<file path="src/rtl/mlp_seq_pkg.sv">
// mlp_seq_pkg
// Shared types and constants for the MLP dot-product sequencer.
//   t_seq_state    : controller phase (idle, weight load, compute, drain, done)
//   MLP_BLK_ADDR_W : width of the BRAM block-select field on the MLP wrapper
//   rdAddrWidth()  : BRAM read-port address width derived from the write width
package mlp_seq_pkg;

  typedef enum logic [2:0] {
    ST_IDLE,
    ST_LOAD,
    ST_COMPUTE,
    ST_DRAIN,
    ST_DONE
  } t_seq_state;

  localparam int MLP_BLK_ADDR_W = 7;

  // The read port sees 128-bit rows made of two 64-bit write words, so it
  // needs one address bit fewer than the write port.
  function automatic int rdAddrWidth(input int wrAddrWidth);
    return wrAddrWidth - 1;
  endfunction

endpackage

</file>
<file path="src/rtl/mlp_seq_delay.sv">
// mlp_seq_delay
// Fixed-latency register pipe that lines the activation data and its
// first/last framing up with the BRAM read data inside the MLP wrapper.
// Ports:
//   clk_i, reset_ni : clock, asynchronous active-low reset
//   data_i/sof_i/eof_i : beat entering the pipe
//   data_o/sof_o/eof_o : same beat DEPTH cycles later (DEPTH=0 is a wire)
module mlp_seq_delay #(
  parameter int DATA_W = 144,
  parameter int DEPTH  = 2
) (
  input  logic              clk_i,
  input  logic              reset_ni,
  input  logic [DATA_W-1:0] data_i,
  input  logic              sof_i,
  input  logic              eof_i,
  output logic [DATA_W-1:0] data_o,
  output logic              sof_o,
  output logic              eof_o
);

  localparam int W = DATA_W + 2;

  generate
    if (DEPTH == 0) begin : gPass
      assign data_o = data_i;
      assign sof_o  = sof_i;
      assign eof_o  = eof_i;
    end else begin : gPipe
      logic [W-1:0] pipe_q [DEPTH];

      // Shift every stage each cycle; bubbles enter as zeros upstream, so
      // no enable is needed here.
      always_ff @(posedge clk_i or negedge reset_ni) begin
        if (!reset_ni) begin
          for (int i = 0; i < DEPTH; i++) begin
            pipe_q[i] <= '0;
          end
        end else begin
          pipe_q[0] <= {sof_i, eof_i, data_i};
          for (int i = 1; i < DEPTH; i++) begin
            pipe_q[i] <= pipe_q[i-1];
          end
        end
      end

      assign {sof_o, eof_o, data_o} = pipe_q[DEPTH-1];
    end
  endgenerate

endmodule

</file>
<file path="src/rtl/mlp_dp_sequencer.sv">
// mlp_dp_sequencer
// Drives one MLP dot-product wrapper through a conv2d job: first writes the
// weight words into every MLP block RAM, then streams activation chunks with
// sof/eof framing and matching BRAM read addresses, and finally waits for the
// expected number of column-0 results before pulsing done.
// Ports:
//   clk, reset_n                 : clock, asynchronous active-low reset
//   cfg_start/skip_load/taps/num_out : job configuration, sampled in IDLE
//   busy, done, cfg_err          : job status
//   wt_data/valid/ready          : weight word stream from the NoC FIFO
//   act_data/valid/ready         : activation beat stream from the NoC FIFO
//   bram_din/wr_addr/blk_wr_addr/wren : BRAM write port of the wrapper
//   bram_rd_addr                 : BRAM read address
//   mlp_din/sof/eof              : activation chunk into the wrapper
//   dout_valid0                  : one pulse per finished dot product
module mlp_dp_sequencer
  import mlp_seq_pkg::*;
#(
  parameter int IN_DATA_WIDTH   = 144,
  parameter int BRAM_ADDR_WIDTH = 10,
  parameter int BRAM_DATA_WIDTH = 64,
  parameter int NUM_MLP         = 4,
  parameter int A_DELAY         = 2,
  parameter int OUT_CNT_WIDTH   = 16
) (
  input  logic                       clk,
  input  logic                       reset_n,
  input  logic                       cfg_start,
  input  logic                       cfg_skip_load,
  input  logic [BRAM_ADDR_WIDTH-2:0] cfg_taps,
  input  logic [OUT_CNT_WIDTH-1:0]   cfg_num_out,
  output logic                       busy,
  output logic                       done,
  output logic                       cfg_err,
  input  logic [BRAM_DATA_WIDTH-1:0] wt_data,
  input  logic                       wt_valid,
  output logic                       wt_ready,
  input  logic [IN_DATA_WIDTH-1:0]   act_data,
  input  logic                       act_valid,
  output logic                       act_ready,
  output logic [BRAM_DATA_WIDTH-1:0] bram_din,
  output logic [BRAM_ADDR_WIDTH-1:0] bram_wr_addr,
  output logic [6:0]                 bram_blk_wr_addr,
  output logic                       bram_wren,
  output logic [BRAM_ADDR_WIDTH-2:0] bram_rd_addr,
  output logic [IN_DATA_WIDTH-1:0]   mlp_din,
  output logic                       mlp_din_sof,
  output logic                       mlp_din_eof,
  input  logic                       dout_valid0
);

  localparam int RD_W = rdAddrWidth(BRAM_ADDR_WIDTH);
  localparam logic [MLP_BLK_ADDR_W-1:0] BLK_LAST = MLP_BLK_ADDR_W'(NUM_MLP - 1);

  t_seq_state state_q, state_d;

  logic [RD_W-1:0]            taps_q, taps_d;
  logic [OUT_CNT_WIDTH-1:0]   numOut_q, numOut_d;
  logic [BRAM_ADDR_WIDTH-1:0] wCnt_q, wCnt_d;
  logic [MLP_BLK_ADDR_W-1:0]  bCnt_q, bCnt_d;
  logic [RD_W-1:0]            tCnt_q, tCnt_d;
  logic [OUT_CNT_WIDTH-1:0]   issued_q, issued_d;
  logic [OUT_CNT_WIDTH-1:0]   results_q, results_d;
  logic                       actReady_q, actReady_d;
  logic                       cfgErr_q, cfgErr_d;
  logic                       bramWren_q, bramWren_d;
  logic [BRAM_DATA_WIDTH-1:0] bramDin_q, bramDin_d;
  logic [BRAM_ADDR_WIDTH-1:0] bramWrAddr_q, bramWrAddr_d;
  logic [MLP_BLK_ADDR_W-1:0]  bramBlk_q, bramBlk_d;
  logic [RD_W-1:0]            rdAddr_q, rdAddr_d;
  logic [IN_DATA_WIDTH-1:0]   s0Data_q, s0Data_d;
  logic                       s0Sof_q, s0Sof_d;
  logic                       s0Eof_q, s0Eof_d;

  logic [BRAM_ADDR_WIDTH-1:0] wLast;
  logic [RD_W-1:0]            tLast;
  logic                       wtFire;
  logic                       actFire;

  // Each block holds 2*taps 64-bit words because one 16-byte chunk spans two.
  assign wLast   = {taps_q, 1'b0} - BRAM_ADDR_WIDTH'(1);
  assign tLast   = taps_q - RD_W'(1);
  assign wtFire  = wt_valid && wt_ready;
  assign actFire = act_valid && actReady_q;

  // Next-state and datapath-register logic. The stage-0 activation register
  // lines up with bram_rd_addr; a cycle with no handshake pushes a zero
  // bubble so a stalled dot product accumulates nothing extra.
  always_comb begin
    state_d      = state_q;
    taps_d       = taps_q;
    numOut_d     = numOut_q;
    wCnt_d       = wCnt_q;
    bCnt_d       = bCnt_q;
    tCnt_d       = tCnt_q;
    issued_d     = issued_q;
    results_d    = results_q;
    cfgErr_d     = 1'b0;
    bramWren_d   = 1'b0;
    bramDin_d    = bramDin_q;
    bramWrAddr_d = bramWrAddr_q;
    bramBlk_d    = bramBlk_q;
    rdAddr_d     = rdAddr_q;
    s0Data_d     = '0;
    s0Sof_d      = 1'b0;
    s0Eof_d      = 1'b0;

    case (state_q)
      ST_IDLE: begin
        if (cfg_start) begin
          if (cfg_taps == '0 || cfg_num_out == '0) begin
            cfgErr_d = 1'b1;
          end else begin
            taps_d    = cfg_taps;
            numOut_d  = cfg_num_out;
            wCnt_d    = '0;
            bCnt_d    = '0;
            tCnt_d    = '0;
            issued_d  = '0;
            results_d = '0;
            state_d   = cfg_skip_load ? ST_COMPUTE : ST_LOAD;
          end
        end
      end
      ST_LOAD: begin
        if (wtFire) begin
          bramWren_d   = 1'b1;
          bramDin_d    = wt_data;
          bramWrAddr_d = wCnt_q;
          bramBlk_d    = bCnt_q;
          if (wCnt_q == wLast) begin
            wCnt_d = '0;
            if (bCnt_q == BLK_LAST) begin
              bCnt_d  = '0;
              state_d = ST_COMPUTE;
            end else begin
              bCnt_d = bCnt_q + MLP_BLK_ADDR_W'(1);
            end
          end else begin
            wCnt_d = wCnt_q + BRAM_ADDR_WIDTH'(1);
          end
        end
      end
      ST_COMPUTE: begin
        if (actFire) begin
          rdAddr_d = tCnt_q;
          s0Data_d = act_data;
          s0Sof_d  = (tCnt_q == '0);
          s0Eof_d  = (tCnt_q == tLast);
          if (tCnt_q == tLast) begin
            tCnt_d   = '0;
            issued_d = issued_q + OUT_CNT_WIDTH'(1);
            if (issued_d == numOut_q) begin
              state_d = ST_DRAIN;
            end
          end else begin
            tCnt_d = tCnt_q + RD_W'(1);
          end
        end
      end
      ST_DRAIN: begin
        if (results_q == numOut_q) begin
          state_d = ST_DONE;
        end
      end
      ST_DONE: begin
        state_d = ST_IDLE;
      end
      default: begin
        state_d = ST_IDLE;
      end
    endcase

    if (dout_valid0 && (state_q == ST_COMPUTE || state_q == ST_DRAIN)) begin
      results_d = results_q + OUT_CNT_WIDTH'(1);
    end

    // Computed from the next state so ready is already low in the cycle
    // after the final eof handshake.
    actReady_d = (state_d == ST_COMPUTE) && (issued_d < numOut_d);
  end

  // State and datapath registers.
  always_ff @(posedge clk or negedge reset_n) begin
    if (!reset_n) begin
      state_q      <= ST_IDLE;
      taps_q       <= '0;
      numOut_q     <= '0;
      wCnt_q       <= '0;
      bCnt_q       <= '0;
      tCnt_q       <= '0;
      issued_q     <= '0;
      results_q    <= '0;
      actReady_q   <= 1'b0;
      cfgErr_q     <= 1'b0;
      bramWren_q   <= 1'b0;
      bramDin_q    <= '0;
      bramWrAddr_q <= '0;
      bramBlk_q    <= '0;
      rdAddr_q     <= '0;
      s0Data_q     <= '0;
      s0Sof_q      <= 1'b0;
      s0Eof_q      <= 1'b0;
    end else begin
      state_q      <= state_d;
      taps_q       <= taps_d;
      numOut_q     <= numOut_d;
      wCnt_q       <= wCnt_d;
      bCnt_q       <= bCnt_d;
      tCnt_q       <= tCnt_d;
      issued_q     <= issued_d;
      results_q    <= results_d;
      actReady_q   <= actReady_d;
      cfgErr_q     <= cfgErr_d;
      bramWren_q   <= bramWren_d;
      bramDin_q    <= bramDin_d;
      bramWrAddr_q <= bramWrAddr_d;
      bramBlk_q    <= bramBlk_d;
      rdAddr_q     <= rdAddr_d;
      s0Data_q     <= s0Data_d;
      s0Sof_q      <= s0Sof_d;
      s0Eof_q      <= s0Eof_d;
    end
  end

  mlp_seq_delay #(
    .DATA_W(IN_DATA_WIDTH),
    .DEPTH (A_DELAY)
  ) uDelay (
    .clk_i   (clk),
    .reset_ni(reset_n),
    .data_i  (s0Data_q),
    .sof_i   (s0Sof_q),
    .eof_i   (s0Eof_q),
    .data_o  (mlp_din),
    .sof_o   (mlp_din_sof),
    .eof_o   (mlp_din_eof)
  );

  assign busy             = (state_q == ST_LOAD) || (state_q == ST_COMPUTE) || (state_q == ST_DRAIN);
  assign done             = (state_q == ST_DONE);
  assign wt_ready         = (state_q == ST_LOAD);
  assign act_ready        = actReady_q;
  assign cfg_err          = cfgErr_q;
  assign bram_wren        = bramWren_q;
  assign bram_din         = bramDin_q;
  assign bram_wr_addr     = bramWrAddr_q;
  assign bram_blk_wr_addr = bramBlk_q;
  assign bram_rd_addr     = rdAddr_q;

endmodule
</file>
<file path="config.mk">
export PLATFORM = sky130hd
export DESIGN_NAME = mlp_dp_sequencer
export DESIGN_NICKNAME = d
export VERILOG_FILES = /design/src/rtl/mlp_seq_pkg.sv /design/src/rtl/mlp_seq_delay.sv /design/src/rtl/mlp_dp_sequencer.sv
export SDC_FILE = /design/constraint.sdc
export NUM_CORES = 1
export LEC_CHECK = 0
export ABC_AREA = 1
export ABC_CLOCK_PERIOD_IN_PS = 4470
export CAP_MARGIN = 20
export CELL_PAD_IN_SITES_DETAIL_PLACEMENT = 0
export CELL_PAD_IN_SITES_GLOBAL_PLACEMENT = 1
export CORE_MARGIN = 2
export CORE_UTILIZATION = 39
export CTS_CLUSTER_SIZE = 16
export DETAILED_ROUTE_END_ITERATION = 7
export PLACE_DENSITY_LB_ADDON = 0.1
export REMOVE_ABC_BUFFERS = 1
export SLEW_MARGIN = 40
export SYNTH_ARGS = -nofsm -noshare
export SYNTH_HDL_FRONTEND = slang
export SYNTH_SLANG_ARGS = --single-unit
</file>
<file path="constraint.sdc">
create_clock -name clk -period 4.47 [get_ports clk]
set_clock_uncertainty 0.15 [all_clocks]
set_input_delay 0.447 -clock clk [delete_from_list [all_inputs] [get_ports clk]]
set_output_delay 0.447 -clock clk [all_outputs]
set_load 0.02 [all_outputs]
</file>
==> results.tsv <==
stage	metric	value	unit
clock_network	clock_sinks	617	
worst_setup_path	rrSetupSlack	0.74	ns
worst_setup_path	critPathKind	flip-flop to flip-flop	
synthesis	synth_warnings	0	
outcome	status	finished, final reports clean	
finish	final_nets	2670	
worst_setup_path	reg2reg_from	taps_q[0]	
die	fp-row-count	87	
clock_network	cts_tree	built	
synthesis	synth_edf_count	0	
finish	regArea	0.01544	mm²
synthesis	yosys.area.top_type_share	0.6921	
min_path	hold_depth	0	
clock_network	clk_latency	0.60	ns
worst_setup_path	worst-path-buf-inv	3	
synthesis	ys_top_cells_by_area	dfrtp_1 69%, nand2_1 6.1%, buf_4 4.8%	
synthesis	synth-main-ff-cell	dfrtp_1	
worst_setup_path	cp.arrival	4.11	ns
clock_network	path_clk_slew	0.06	ns
power	power	0.01199	W
power	vdd.ir_drop.worst	0.3580	mV
detailed_routing	wl	56360	µm
detailed_routing	drc	0	
timing	setup_violations	0	
clock_network	root_buffer	clkbuf_16	
global_routing	antenna_found_initial	8	
timing	max-slew-margin-rel	0.4740	
clock_network	cts_hold_buf	1	
worst_setup_path	cp-end-kind	flip-flop	
synthesis	async_reset_ff_frac	1.000	
worst_setup_path	crit_family	simple AND/OR/NAND/NOR gates	
detailed_routing	vias_per_cell	4.405	
die	core_area	0.05650	mm²
min_path	hold_end	uDelay.data_o[129]	
placement	hpwl	41320	µm
worst_setup_path	crit_fanout	11	
placement	gp_congestion	0.8327	
min_path	hold_path_class	flip-flop to flip-flop	
clock_network	cts_resized	0	
placement	dpl.cell_count	3093	
timing	rsz0062_at_grt	no	
worst_setup_path	cp-start-kind	flip-flop	
die	boundaryPins	482	
finish	multi_input_area	0.004564	mm²
synthesis	syn_area	0.02231	mm²
synthesis	synth.avg_cell_area	11.02	µm²
timing	clock.fmax	267.8	MHz
die	die_height	243.2	µm
finish	area_growth	32.40	%
die	die-area	0.05913	mm²
timing	fin_crit_sh	0.8353	
placement	io_buffers	481	
worst_setup_path	rr_worst_depth	25	
synthesis	synthCells	2024	
worst_setup_path	cp_slowest_stage_delay	0.42	ns
global_routing	grt_pass1_wl	87120	µm
synthesis	synth.distinct_cells	47	
worst_setup_path	critPathRequiredTime	4.84	ns
timing	hold_viol_final	0	
die	initial_utilization	0.3949	
global_routing	grt_overflow	0	
detailed_routing	via_count	14190	
detailed_routing	wire_per_inst	17.49	µm
worst_setup_path	crit_slowest_cell	dfrtp_1	
finish	nFillCells	4971	
run	maxCapViolations	0	
finish	drive_gt1_frac	0.07276	
timing	drv_slew	0	
synthesis	yosysTopAreaCell	dfrtp_1	
detailed_routing	ant_nets	0	
global_routing	grt_pass1_vias	14560	
die	die_w	243.2	µm
detailed_routing	first_pass_iters	4	
synthesis	synth_seq_cells	617	
clock_network	cts_buffers	68	
detailed_routing	drt-initial-drc-count	749	
clock_network	h-tree-depth	3	
clock_network	post_cts_buffers	0	
power	p_leak	15.07	nW
finish	stdcell_count	3222	
timing	layout_min_cycle_time	3.734	ns
min_path	hold_start	uDelay.gPipe.pipe_q[275]	
global_routing	grt_max_degree	90	
timing	tightest_slew	0.7890	ns
synthesis	yosysSeqAreaShare	0.6921	
power	power_density	406.1	mW/mm²
worst_setup_path	reg2reg_to	act_ready	
clock_network	clk_path_buf_depth	3	
global_routing	grt_usage	0.1931	
## worst reg2reg max path, cell delays in order, from the launching register on
cell and delay, ns:
dfrtp_1 0.42, inv_2 0.10, ha_1 0.24, nand2_2 0.10
nor2_2 0.17, nand2_1 0.09, nand2_2 0.08, nand2_2 0.07
inv_2 0.05, nor2_1 0.03, nor2_1 0.18, nand3_4 0.16
nor2_1 0.12, buf_4 0.18, nand2_1 0.06, o22ai_1 0.11
nand2_1 0.06, o21ai_0 0.15, ha_1 0.32, nand2_1 0.09
nor2_1 0.05, a211oi_1 0.16, o221ai_1 0.14, nor2b_1 0.14
nand4_1 0.13, a21oi_2 0.12
## cells in the final DEF, fill, tap and decap left out, types with 11 or more instances in the layout
cell type        instances
a21oi_1                 38
buf_4                   15
clkbuf_16               70
clkbuf_8                15
clkdlybuf4s50_1        480
clkinv_2                12
dfrtp_1                617
ha_1                    22
inv_1                  267
nand2_1                363
nand3_1                 49
nand4_1                 22
nor2_1                 212
nor3_1                  21
o21ai_0                 95
xnor2_1                 11
xor2_1                  32
## Yosys cell counts, types with 5 or more instances
cell type,count
a21oi_1,38
buf_2,6
buf_4,144
clkbuf_1,36
dfrtp_1,617
ha_1,22
inv_1,269
inv_2,5
nand2_1,364
nand2_2,9
nand3_1,49
nand4_1,22
nor2_1,212
nor3_1,21
nor4_1,9
o21ai_0,95
o22ai_1,8
xnor2_1,11
xor2_1,32
## flip-flops by register name, summed over array words and instances, names as in the netlist, 3 cells and up
name and flops:
issued_q 16, s0Data_q 144, numOut_q 16, bram_wr_addr 10, taps_q 9, bCnt_q 7, results_q 16, uDelay.gPipe.pipe_q 146
bram_din 64, tCnt_q 9, state_q 3, bram_blk_wr_addr 7, uDelay.data_o 144, bram_rd_addr 9, wCnt_q 10
## logic make-up after synthesis
logic type | Yosys count | share of synthesized area
simple gates | 717 | 0.1373
xor+xnor | 43 | 0.01688
fa+ha+maj | 22 | 0.01234
compound gates | 158 | 0.03791
buf+inv | 467 | 0.1035
flops | 617 | 0.6921
## through the flow
stage / setup TNS (ns) / hold slack [ns] / utilization / cell area, µm² / setup WS (ns)
2_1_floorplan: -7.074 / 0.001409 / - / 21040 / -1.406
3_3_place_gp: 0 / 0.1810 / 0.4785 / 27030 / 0.5007
3_5_place_dp: 0 / 0.1847 / 0.4794 / 27080 / 0.4392
4_1_cts: 0 / 0.1618 / 0.5226 / 29520 / 0.7143
5_1_grt: 0 / 0.1821 / 0.5227 / 29530 / 0.2120
6_report: 0 / 0.1867 / 0.5228 / 29540 / 0.7364
## layout make-up
class / count / share of cell area
antenna: 6 / 0.0005083
clock buffer: 95 / 0.06756
clock inverter: 27 / 0.01466
inverter: 276 / 0.03533
multi-input combinational: 940 / 0.1545
sequential: 617 / 0.5227
tap: 756 / 0.03202
timing repair buffer: 505 / 0.1727
## routing by layer
metal,vias to the layer above,share of wire,GRT usage
met5,-,0.00041,0
met4,4,0.036,0.07578
met3,119,0.065,0.05739
met2,366,0.49,0.3235
met1,6864,0.41,0.2343
li1,6841,-,-
## where the power goes
group | leakage [nW] | switching, W | internal [W] | total [W]
logic | 5.54 | 0.000214 | 0.000240 | 0.000455
clock network | 1.19 | 0.00229 | 0.00361 | 0.00590
registers | 8.34 | 0.0000273 | 0.00561 | 0.00564
## how the worst max path moves through the flow
stage	start	endpoint	slack, ns	cells after the start
detailed placement	cfg_num_out[6]	act_ready	0.44	17
global route	taps_q[0]	act_ready	0.21	25
CTS	taps_q[0]	act_ready	0.71	25
finish	taps_q[0]	act_ready	0.74	25
global placement	cfg_num_out[0]	act_ready	0.50	17
floorplan	state_q[2]	act_ready	-1.41	18
(Power assumes the default switching activity.)
